## src/rtl/pipe_skid_stage_pkg.sv

```systemverilog
// Shared definitions for elastic pipeline stages: FSM states, bubble
// control constants and field offsets used to pack inter-stage payloads.
package pipe_skid_stage_pkg;

  typedef enum logic [1:0] {
    STAGE_EMPTY = 2'd0,
    STAGE_BUSY  = 2'd1,
    STAGE_FULL  = 2'd2
  } stage_state_e;

  // MEM/WB payload: {alu_result, read_data, write_register, pc_plus_4}
  localparam int unsigned MEMWB_PC4_LSB    = 0;
  localparam int unsigned MEMWB_WREG_LSB   = 32;
  localparam int unsigned MEMWB_RDATA_LSB  = 37;
  localparam int unsigned MEMWB_ALU_LSB    = 69;
  localparam int unsigned MEMWB_DATA_WIDTH = 101;

  // MEM/WB control: {reg_write, mem_to_reg, is_jal}
  localparam int unsigned MEMWB_CTRL_IS_JAL    = 0;
  localparam int unsigned MEMWB_CTRL_MEM2REG   = 1;
  localparam int unsigned MEMWB_CTRL_REG_WRITE = 2;
  localparam int unsigned MEMWB_CTRL_WIDTH     = 3;
  localparam logic [2:0]  CTRL_BUBBLE_MEMWB    = 3'b000;

  function automatic logic [1:0] level_of(input stage_state_e s);
    case (s)
      STAGE_BUSY: level_of = 2'd1;
      STAGE_FULL: level_of = 2'd2;
      default:    level_of = 2'd0;
    endcase
  endfunction

endpackage

```

## src/rtl/pipe_skid_stage.sv

```systemverilog
// Elastic pipeline register with registered in_ready, 2-entry skid buffer,
// synchronous flush and bubble gating of the control word.
module pipe_skid_stage
  import pipe_skid_stage_pkg::*;
#(
  parameter int unsigned                DATA_WIDTH  = 101,
  parameter int unsigned                CTRL_WIDTH  = 3,
  parameter logic [CTRL_WIDTH-1:0]      CTRL_BUBBLE = '0
) (
  input  logic                  clk,
  input  logic                  reset,
  input  logic                  flush,
  input  logic                  in_valid,
  output logic                  in_ready,
  input  logic [DATA_WIDTH-1:0] in_data,
  input  logic [CTRL_WIDTH-1:0] in_ctrl,
  output logic                  out_valid,
  input  logic                  out_ready,
  output logic [DATA_WIDTH-1:0] out_data,
  output logic [CTRL_WIDTH-1:0] out_ctrl,
  output logic [1:0]            level
);

  stage_state_e          state, state_next;
  logic [DATA_WIDTH-1:0] main_data, skid_data;
  logic [CTRL_WIDTH-1:0] main_ctrl, skid_ctrl;
  logic                  in_fire;
  logic                  main_load, main_from_skid, skid_load;

  assign in_fire = in_valid & in_ready;

  always_comb begin
    state_next     = state;
    main_load      = 1'b0;
    main_from_skid = 1'b0;
    skid_load      = 1'b0;
    unique case (state)
      STAGE_EMPTY: begin
        if (in_fire) begin
          main_load  = 1'b1;
          state_next = STAGE_BUSY;
        end
      end
      STAGE_BUSY: begin
        if (in_fire && out_ready) begin
          main_load = 1'b1;
        end else if (in_fire) begin
          skid_load  = 1'b1;
          state_next = STAGE_FULL;
        end else if (out_ready) begin
          state_next = STAGE_EMPTY;
        end
      end
      STAGE_FULL: begin
        if (out_ready) begin
          main_load      = 1'b1;
          main_from_skid = 1'b1;
          state_next     = STAGE_BUSY;
        end
      end
      default: state_next = STAGE_EMPTY;
    endcase
    // Flush discards any accept in the same cycle; held data stays but is hidden.
    if (flush) begin
      state_next = STAGE_EMPTY;
      main_load  = 1'b0;
      skid_load  = 1'b0;
    end
  end

  always_ff @(posedge clk) begin
    if (reset) begin
      state     <= STAGE_EMPTY;
      in_ready  <= 1'b1;
      level     <= 2'd0;
      main_data <= '0;
      skid_data <= '0;
      main_ctrl <= CTRL_BUBBLE;
      skid_ctrl <= CTRL_BUBBLE;
    end else begin
      state    <= state_next;
      // in_ready and level are derived from the next state so they stay flops.
      in_ready <= (state_next != STAGE_FULL);
      level    <= level_of(state_next);
      if (main_load) begin
        main_data <= main_from_skid ? skid_data : in_data;
        main_ctrl <= main_from_skid ? skid_ctrl : in_ctrl;
      end
      if (skid_load) begin
        skid_data <= in_data;
        skid_ctrl <= in_ctrl;
      end
    end
  end

  assign out_valid = (state != STAGE_EMPTY);
  assign out_data  = main_data;
  assign out_ctrl  = out_valid ? main_ctrl : CTRL_BUBBLE;

endmodule
```

## config.mk

```make
export PLATFORM = sky130hd
export DESIGN_NAME = pipe_skid_stage
export DESIGN_NICKNAME = d
export VERILOG_FILES = /design/src/rtl/pipe_skid_stage_pkg.sv /design/src/rtl/pipe_skid_stage.sv
export SDC_FILE = /design/constraint.sdc
export NUM_CORES = 1
export LEC_CHECK = 0
export BUFFER_PORTS_ARGS = -buffer_cell sky130_fd_sc_hd__buf_2
export CAP_MARGIN = 10
export CORE_MARGIN = 5
export CORE_UTILIZATION = 45
export CTS_CLUSTER_DIAMETER = 120
export DETAILED_ROUTE_END_ITERATION = 10
export GPL_TIMING_DRIVEN = 0
export PLACE_DENSITY = 0.78
export SLEW_MARGIN = 20
export SYNTH_ARGS = -nofsm -noshare
export SYNTH_HDL_FRONTEND = slang
export SYNTH_SLANG_ARGS = --single-unit
```

## constraint.sdc

```tcl
create_clock -name clk -period 2.5 [get_ports clk]
set_clock_uncertainty 0.1 [all_clocks]
set_input_delay 0.25 -clock clk [delete_from_list [all_inputs] [get_ports clk]]
set_output_delay 0.25 -clock clk [all_outputs]
set_load 0.02 [all_outputs]
```

==> results of run 1 <==
[cells in the final DEF, fill, tap and decap left out, types with 2 or more instances in the layout]
cell,Yosys,routed
a21oi_1,208,208
buf_2,24,239
buf_4,0,3
buf_6,7,7
clkbuf_1,63,68
clkbuf_16,0,23
clkbuf_8,0,5
clkinv_2,0,4
dfxtp_1,213,213
diode_2,0,2
dlygate4sd3_1,0,105
inv_1,105,105
nand2_1,209,209
nor2_1,213,213
nor3b_1,2,2
nor4_1,2,2
o221ai_1,84,84
o221ai_2,20,20
or4_1,2,2
[registers in the layout, indices dropped and copies added, names as in the netlist]
name       count
main_ctrl      3
level          2
skid_data    101
in_ready       1
out_data     101
skid_ctrl      3
state          2
[metrics by stage]
step | utilization, % | instances | setup WS, ns
after floorplan | - | 1163 | 0.5674
after global placement | 52.90 | 1643 | -0.003131
after detailed placement | 52.90 | 1643 | -0.02727
after CTS | 61.81 | 1785 | 0.1339
after global routing | 61.97 | 1788 | 0.06821
final | 61.99 | 1790 | 0.2668
[report_power, final]
group          total, mW  internal [mW]  switching [mW]
Clock               3.15           1.82            1.33
Sequential          3.65           3.54           0.107
Combinational       1.18          0.483           0.701
[critical path, delay by kind of cell, from the launching register on]
| family | cells | cell delay, ns |
|---|---|---|
| simple gates | 3 | 0.40 |
| flops | 1 | 0.29 |
| compound gates | 1 | 0.21 |
| buf+inv | 4 | 1.19 |
[timing repair]
action                                  in CTS  in global routing
resized for setup                            0                  1
endpoints found under the setup margin       0                 56
setup buffers                                0                  3
endpoints found under the hold margin      211                  0
hold buffers                               105                  0
[logic make-up (layout without fill, tap and decap cells)]
logic type	count (synthesis)	count (layout)	share of synthesized area (%)
multiplexers	1	1	0.1126
AO/OA/AOI/OAI	314	314	23.51
flip-flops	213	213	47.98
buffers and inverters	200	560	9.391
XOR/XNOR	1	1	0.09857
AND/OR/NAND/NOR	434	434	18.91
other	0	2	0
[how the worst min path moves through the flow]
| stage | to | slack, ns | cells past startpoint |
|---|---|---|---|
| detailed placement | skid_data[83]$_SDFFE_PP0P_ | 0.35 | 2 |
| global route | state[0]$_SDFF_PP0_ | 0.21 | 4 |
| CTS | state[0]$_SDFF_PP0_ | 0.17 | 4 |
| floorplan | level[1]$_SDFF_PP0_ | 0.23 | 1 |
| finish | state[0]$_SDFF_PP0_ | 0.18 | 4 |
| global placement | skid_data[14]$_SDFFE_PP0P_ | 0.34 | 2 |
[cell type report]
| cell class | instances | area share (%) |
|---|---|---|
| antenna | 2 | 0.04148 |
| buffer | 95 | 3.650 |
| clock buffer | 33 | 5.496 |
| clock inverter | 4 | 0.1659 |
| inverter | 105 | 3.267 |
| multi-input combinational | 750 | 31.47 |
| sequential | 213 | 35.34 |
| tap | 265 | 2.748 |
| timing repair buffer | 323 | 17.82 |
[routing by layer]
| layer | vias up | GRT usage, % | wire (um) |
|---|---|---|---|
| met3 | 67 | 5.479 | 2267 |
| met1 | 4346 | 30.39 | 11670 |
| li1 | 4577 | - | - |
| met4 | 2 | 7.685 | 769 |
| met5 | - | 0 | 13 |
| met2 | 347 | 42.36 | 13860 |
==> results.cfg, run 1 <==
[floorplanning]
io_pins = 217
die_y_um = 150.5
die_w_um = 150.5
die_area_um2 = 22660
core-area_um2 = 19460
start_util_pct = 45.66
rows = 51

[synth]
synth.top_cells.by_count = 213 x dfxtp_1, 213 x nor2_1, 209 x nand2_1, 208 x a21oi_1, 105 x inv_1
syn_avg_cell_area_um2 = 7.642
syn_area_um2 = 8887
syn_inst = 1163
ys_ff_latch = 213
synthArstFlopShare_pct = 0
synth_area_leader_cell = dfxtp_1
synth_warnings = 0
yosysUniqueCellTypes = 24
synth_flop_cell = dfxtp_1
ys_seq_area_share_pct = 47.98
synth_area_leaders = dfxtp_1 48%, a21oi_1 12%, nor2_1 9.0%, nand2_1 8.8%, o221ai_1 8.3%
synth_top_area_share_pct = 47.98
syn-num-nets = 1272
synth_edf_count = 0

[flow_run]
max-cap-violations = 0

[worst_setup_path]
crit_fanout = 10
worst_path_largest_cell_delay_ns = 0.42
worstPathRequired_ns = 2.84
reg2reg_setup_slack_ns = 0.27
ff2ff_path_depth = 8
crit_start = state[1]$_SDFF_PP0_
r2r-start = state[1]$_SDFF_PP0_
worstSetupEndpoint = out_data[61]$_SDFFE_PP0P_
crit_arrival_ns = 2.57
cp_common_cell = clkbuf_1
cp-end-kind = flop
critPathKind = reg -> reg
path_cells = clkbuf_2, nand3b_1, or2_2, clkbuf_1, buf_2, clkbuf_1, o221ai_1, nor2_1
regToRegEndpoint = out_data[61]$_SDFFE_PP0P_
slowest_stage = clkbuf_1
startpoint_type = flop

[grt]
grt_pass1_wl_um = 45910
track_usage_pct = 24.51
antenna_found_initial = 1
grt_max_degree = 13
gr-total-overflow = 0
grt_pass1_vias = 9249

[clocking]
cts_tree = built
path_clk_slew_ns = 0.06
htreeDepth = 1
clock_latency_ns = 0.50
cts_buffers = 23
cts.path.max_buffers = 3
cts-root-buf = clkbuf_16
clock_sink_count = 213

[routing]
vias_per_cell = 5.217
drc = 0
dr_total_vias = 9339
dr.first_iter.drc_count = 512
first_pass_iters = 5
avgRoutedWirePerCell_um = 15.97
routed_wl_um = 28590
ant_nets = 0

[pwr]
max-vdd-ir-drop_uv = 473.0
power_mw = 7.985
power.density_nw_per_um2 = 661.8
p_leak_nw = 4.888

[placed_design]
portBuffers = 215
dp_hpwl_um = 18640
dpl_cell_area_um2 = 10290
gp_congestion = 0.8270

[sta]
tns_ns = 0
finalSetupViolCount = 0
hold_slack_ns = 0.1820
fmax_mhz = 447.8
maxSlewHeadroom_pct = 49.81
rsz0062_at_grt = no
fin_crit_sh_pct = 89.33
slew_violations = 0
min_period_ns = 2.233
worstMarginPinSlew_ns = 0.7529
hold_viol = 0

[worst_hold_path]
min-delay-start = out_ready
hp-class = in -> reg

[cells_and_area]
num-fill-cells = 1645
area_growth_pct = 35.76
drive_above_1_share_pct = 20.03
design_area_um2 = 12070
multi_input_area_um2 = 3797
nNetsFinal = 1620
seqCellArea_um2 = 4264

[outcome]
outcome = complete, no violations
No activity file was read; power rests on OpenSTA's default activity.
==> inputs of run 2 (changes only) <==
Settings changed: CORE_UTILIZATION 45 to 35, PLACE_DENSITY 0.78 to 0.65.
==> run 2 against run 1 <==
  * Register-to-register slack worse by 0.04 ns
  * Setup slack worse by 0.041 ns
  * Count of clock-buffer cells in the layout is 1 higher
  * Global-route usage is 5.1 points lower
  * Die area up 27%
  * Critical path type unchanged
==> results.cfg, run 2 (synthesis results as in run 1) <==
[outcome]
outcome = complete, no violations

[sta]
rsz0062_at_grt = no
hold_slack_ns = 0.2598
finalSetupViolCount = 0
fmax_mhz = 439.7
tns_ns = 0
maxSlewHeadroom_pct = 46.07
hold_viol = 0
min_period_ns = 2.274
worstMarginPinSlew_ns = 0.8090
slew_violations = 0
fin_crit_sh_pct = 90.97

[routing]
ant_nets = 0
dr.first_iter.drc_count = 521
routed_wl_um = 28930
highest_layer = met4
wl_met3_um = 2090
vias_per_cell = 4.885
dr_total_vias = 9071
drc = 0
avgRoutedWirePerCell_um = 15.58
dr_wl_met2_um = 13110
wl_met1_um = 12880
first_pass_iters = 5

[grt]
grt_pass1_vias = 9024
antenna_found_initial = 1
grt_pass1_wl_um = 46330
gr-total-overflow = 0
grt_max_degree = 14
track_usage_pct = 19.40

[placed_design]
dp_hpwl_um = 19400
portBuffers = 215
gp_congestion = 0.8138

[floorplanning]
io_pins = 217
rows = 58
die_area_um2 = 28680
die_w_um = 169.4
start_util_pct = 35.39
core-area_um2 = 25110
die_y_um = 169.4

[clocking]
htreeDepth = 1
cts_tree = built
cts_buffers = 25
clock_sink_count = 213
clock_latency_ns = 0.53
cts-root-buf = clkbuf_16
path_clk_slew_ns = 0.06
cts.path.max_buffers = 3

[worst_setup_path]
path_cells = clkbuf_2, nand3b_1, or2_2, clkbuf_1, buf_2, clkbuf_1, o221ai_1, nor2_1
critPathKind = reg -> reg
worst_path_largest_cell_delay_ns = 0.43
cp-end-kind = flop
slowest_stage = clkbuf_1
worstPathRequired_ns = 2.85
crit_arrival_ns = 2.62
crit_fanout = 10
startpoint_type = flop
cp_common_cell = clkbuf_1

[cells_and_area]
final_cell_mix = 239 x buf_2, 213 x nor2_1, 213 x dfxtp_1
nNetsFinal = 1621
area_growth_pct = 38.08
finalCoreUtilization_pct = 48.87
layout_commonest_cell = buf_2
drive_above_1_share_pct = 20.51

[pwr]
power_mw = 8.433
max-vdd-ir-drop_uv = 447.6
p_leak_nw = 4.951
power.density_nw_per_um2 = 687.2

[flow_run]
max-cap-violations = 0

[worst_hold_path]
hp-class = in -> reg
-- run 2: cell count changes in the layout (fill, tap and decap cells not counted), sizes merged --
cell,delta
diode,-1
clkinvlp,+1
bufinv,+1
clkbuf,+1
buf,-1
inv,+1
-- run 2: repair_timing --
action	4_1_cts	5_1_grt
buffers inserted	0	2
resized for setup	0	3
hold buffers	105	0
endpoints found under the setup margin	0	75
hold endpoints to repair	211	0
-- run 2: final cells by class --
class,instances,area [um2]
Sequential cell,213,4264
Clock buffer,34,739.5
Clock inverter,7,77.57
Timing Repair Buffer,322,2142
Fill cell,2426,12840
Buffer,95,441.7
Multi-Input combinational cell,750,3797
Inverter,105,394.1
Antenna cell,1,2.502
Tap cell,330,412.9
-- run 2: metrics by stage --
stage | cells | instance area (um2) | setup slack (ns)
floorplan | 1163 | 8887 | 0.5674
global placement | 1708 | 10380 | -0.09841
detailed placement | 1708 | 10380 | -0.08953
CTS | 1854 | 12240 | 0.05604
global route | 1857 | 12270 | 0.04943
finish | 1857 | 12270 | 0.2257
-- run 2: worst max-delay path: cells and delay by family (launching register included) --
family,cells,cell delay [ns]
AOI/OAI and AO/OA,1,0.17
DFF,1,0.30
and+or+nand+nor,3,0.42
buffers and inverters,4,1.20
-- run 2: power breakdown --
| group | switching (mW) | internal [mW] |
|---|---|---|
| sequential | 0.107 | 3.54 |
| combinational | 0.699 | 0.481 |
| clock | 1.44 | 2.16 |
| total | 2.25 | 6.18 |
-- run 2: path summary, 6_finish.rpt --
kind | from | to | slack (ns) | cells after the start
worst max-delay path | state[1]$_SDFF_PP0_ | out_data[44]$_SDFFE_PP0P_ | 0.23 | 8
worst min-delay path | reset | skid_ctrl[0]$_SDFFE_PP0P_ | 0.26 | 3
worst max register to register | state[1]$_SDFF_PP0_ | out_data[44]$_SDFFE_PP0P_ | 0.23 | 8
worst min register to register | skid_data[91]$_SDFFE_PP0P_ | skid_data[91]$_SDFFE_PP0P_ | 0.35 | 2
-- run 2: metal layers --
layer  vias up  global-route usage, %
met1      4136                  25.54
met4         0                  5.845
met3        55                  4.426
met2       291                  31.89
li1       4589                      -
met5         -                      0
==> inputs of run 3 (changes only) <==
Settings changed: BUFFER_PORTS_ARGS -buffer_cell sky130_fd_sc_hd__buf_2 to default, DONT_BUFFER_PORTS from default to 1, PLACE_DENSITY 0.65 to 0.58.
==> run 3 against run 2 <==
  * Power fell by 2.4%
  * Core utilization fell by 4.3 points
  * Wire length fell by 3.0%
  * Clock power barely moved
  * Die area did not move
  * Cell count fell by 12%
  * Setup slack got worse by 0.0076 ns
==> results.cfg, run 3 (synthesis results as in run 1) <==
[outcome]
outcome = complete, no violations

[pwr]
power_switching_mw = 2.168
internal_power_mw = 6.062
p_leak_nw = 3.988
seqPwrFrac_pct = 46.7
p_clk_share_pct = 43.6
switching_share_pct = 26.35
p_comb_share_pct = 9.7
power_mw = 8.230
max-vdd-ir-drop_uv = 494.9
power.density_nw_per_um2 = 735.6

[sta]
hold_viol = 0
hold_slack_ns = 0.02870
min_period_ns = 2.282
slew_violations = 0
rsz0062_at_grt = no
maxSlewHeadroom_pct = 35.54
tns_ns = 0
fmax_mhz = 438.2
finalWorstSetupSlack_ns = 0.2181
fin_crit_sh_pct = 91.27
worstMarginPinSlew_ns = 0.9668
finalSetupViolCount = 0

[worst_setup_path]
startpoint_type = flop
ff2ff_path_depth = 8
worstPathRequired_ns = 2.86
cp-end-kind = flop
regToRegEndpoint = out_data[56]$_SDFFE_PP0P_
critPathKind = reg -> reg
crit_arrival_ns = 2.64
r2r-start = state[1]$_SDFF_PP0_
reg2reg_setup_slack_ns = 0.22
crit_fanout = 10

[routing]
first_pass_iters = 5
dr.first_iter.drc_count = 432
ant_nets = 0
drc = 0
avgRoutedWirePerCell_um = 17.08
dr_total_vias = 8222
routed_wl_um = 28070
vias_per_cell = 5.004

[floorplanning]
die_w_um = 169.4
rows = 58
die_y_um = 169.4
core-area_um2 = 25110
start_util_pct = 35.39
io_pins = 217
die_area_um2 = 28680

[cells_and_area]
drive_above_1_share_pct = 7.616
fin_cells = 1643
final_cell_mix = 212 x nor2_1, 212 x dfxtp_1, 209 x nand2_1
area_growth_pct = 25.89
design_area_um2 = 11190
antennaDiodeCount = 0
finalCoreUtilization_pct = 44.56
nNetsFinal = 1405
num-fill-cells = 2471

[grt]
antenna_found_initial = 1
gr-total-overflow = 0
grt_pass1_wl_um = 43900
grt_max_degree = 13
grt_pass1_vias = 8003
track_usage_pct = 18.64

[clocking]
clock_sink_count = 213
cts-root-buf = clkbuf_16
cts_tree = built
cts_buffers = 24
path_clk_slew_ns = 0.06
htreeDepth = 1
clock_latency_ns = 0.52
cts.path.max_buffers = 3

[worst_hold_path]
min-delay-start = out_ready
hp-class = in -> reg
hold_path_end = state[0]$_SDFF_PP0_
min_path_cells = 3

[placed_design]
portBuffers = 0
gp_congestion = 0.7981
dpl_cell_area_um2 = 9300
dp.cells = 1493
dp_hpwl_um = 19080
place_ws_ns = -0.1209

[flow_run]
max-cap-violations = 0
run 3: cell count changes in the layout (fill, tap and decap cells not counted), sizes merged:
cell and change:
buf -216, clkbuf +3, bufinv +1, clkinv +1, clkinvlp -1, diode -1
inv -1
run 3: per-layer routing:
layer / GRT usage, % / part of all wire (%)
met2: 30.42 / 45
met1: 24.12 / 44
met4: 3.780 / 1.4
met3: 6.522 / 8.9
met5: 0 / 0.039
run 3: how the worst max path moves through the flow:
stage | slack [ns] | from | depth (start not counted) | to
2_1_floorplan | 0.57 | in_ready$_SDFF_PP1_ | 7 | out_data[16]$_SDFFE_PP0P_
3_3_place_gp | -0.06 | reset | 5 | skid_data[1]$_SDFFE_PP0P_
3_5_place_dp | -0.12 | reset | 5 | skid_data[75]$_SDFFE_PP0P_
4_1_cts | 0.1 | in_ready$_SDFF_PP1_ | 6 | skid_data[75]$_SDFFE_PP0P_
5_1_grt | 0.0006 | state[1]$_SDFF_PP0_ | 8 | out_data[56]$_SDFFE_PP0P_
6_report | 0.22 | state[1]$_SDFF_PP0_ | 8 | out_data[56]$_SDFFE_PP0P_
run 3: critical path, cell delays in order (launching register included):
cell	delay, ns
dfxtp_1	0.30
clkbuf_2	0.18
nand3b_1	0.15
or2_2	0.12
clkbuf_1	0.26
buf_2	0.36
clkbuf_1	0.43
o221ai_1	0.20
nor2_1	0.12
run 3: layout make-up:
type / instances / area [um2] / share of cell area (%)
Multi-Input combinational cell: 750 / 3800 / 33.96
Sequential cell: 213 / 4265 / 38.12
Buffer: 95 / 447.9 / 4.004
Tap cell: 330 / 412.9 / 3.690
Inverter: 105 / 394.1 / 3.523
Timing Repair Buffer: 107 / 1066 / 9.528
Clock buffer: 36 / 716.9 / 6.408
Clock inverter: 7 / 85.08 / 0.7605
run 3: power by group through the flow:
stage                     Clock [mW]  Combinational, mW  Sequential, mW
after CTS                       3.67              0.801            3.84
after global routing            3.81              0.905            3.86
after global placement             0              0.612            3.91
after detailed placement           0              0.624            3.92
after floorplan                    0              0.485            3.86
final                           3.59              0.801            3.84
run 3: repair_timing:
item	CTS	global route
hold buffers	105	0
hold endpoints to repair	211	0
resized for setup	1	11
setup buffers	1	1
pin swaps	1	1
endpoints found under the setup margin	110	108
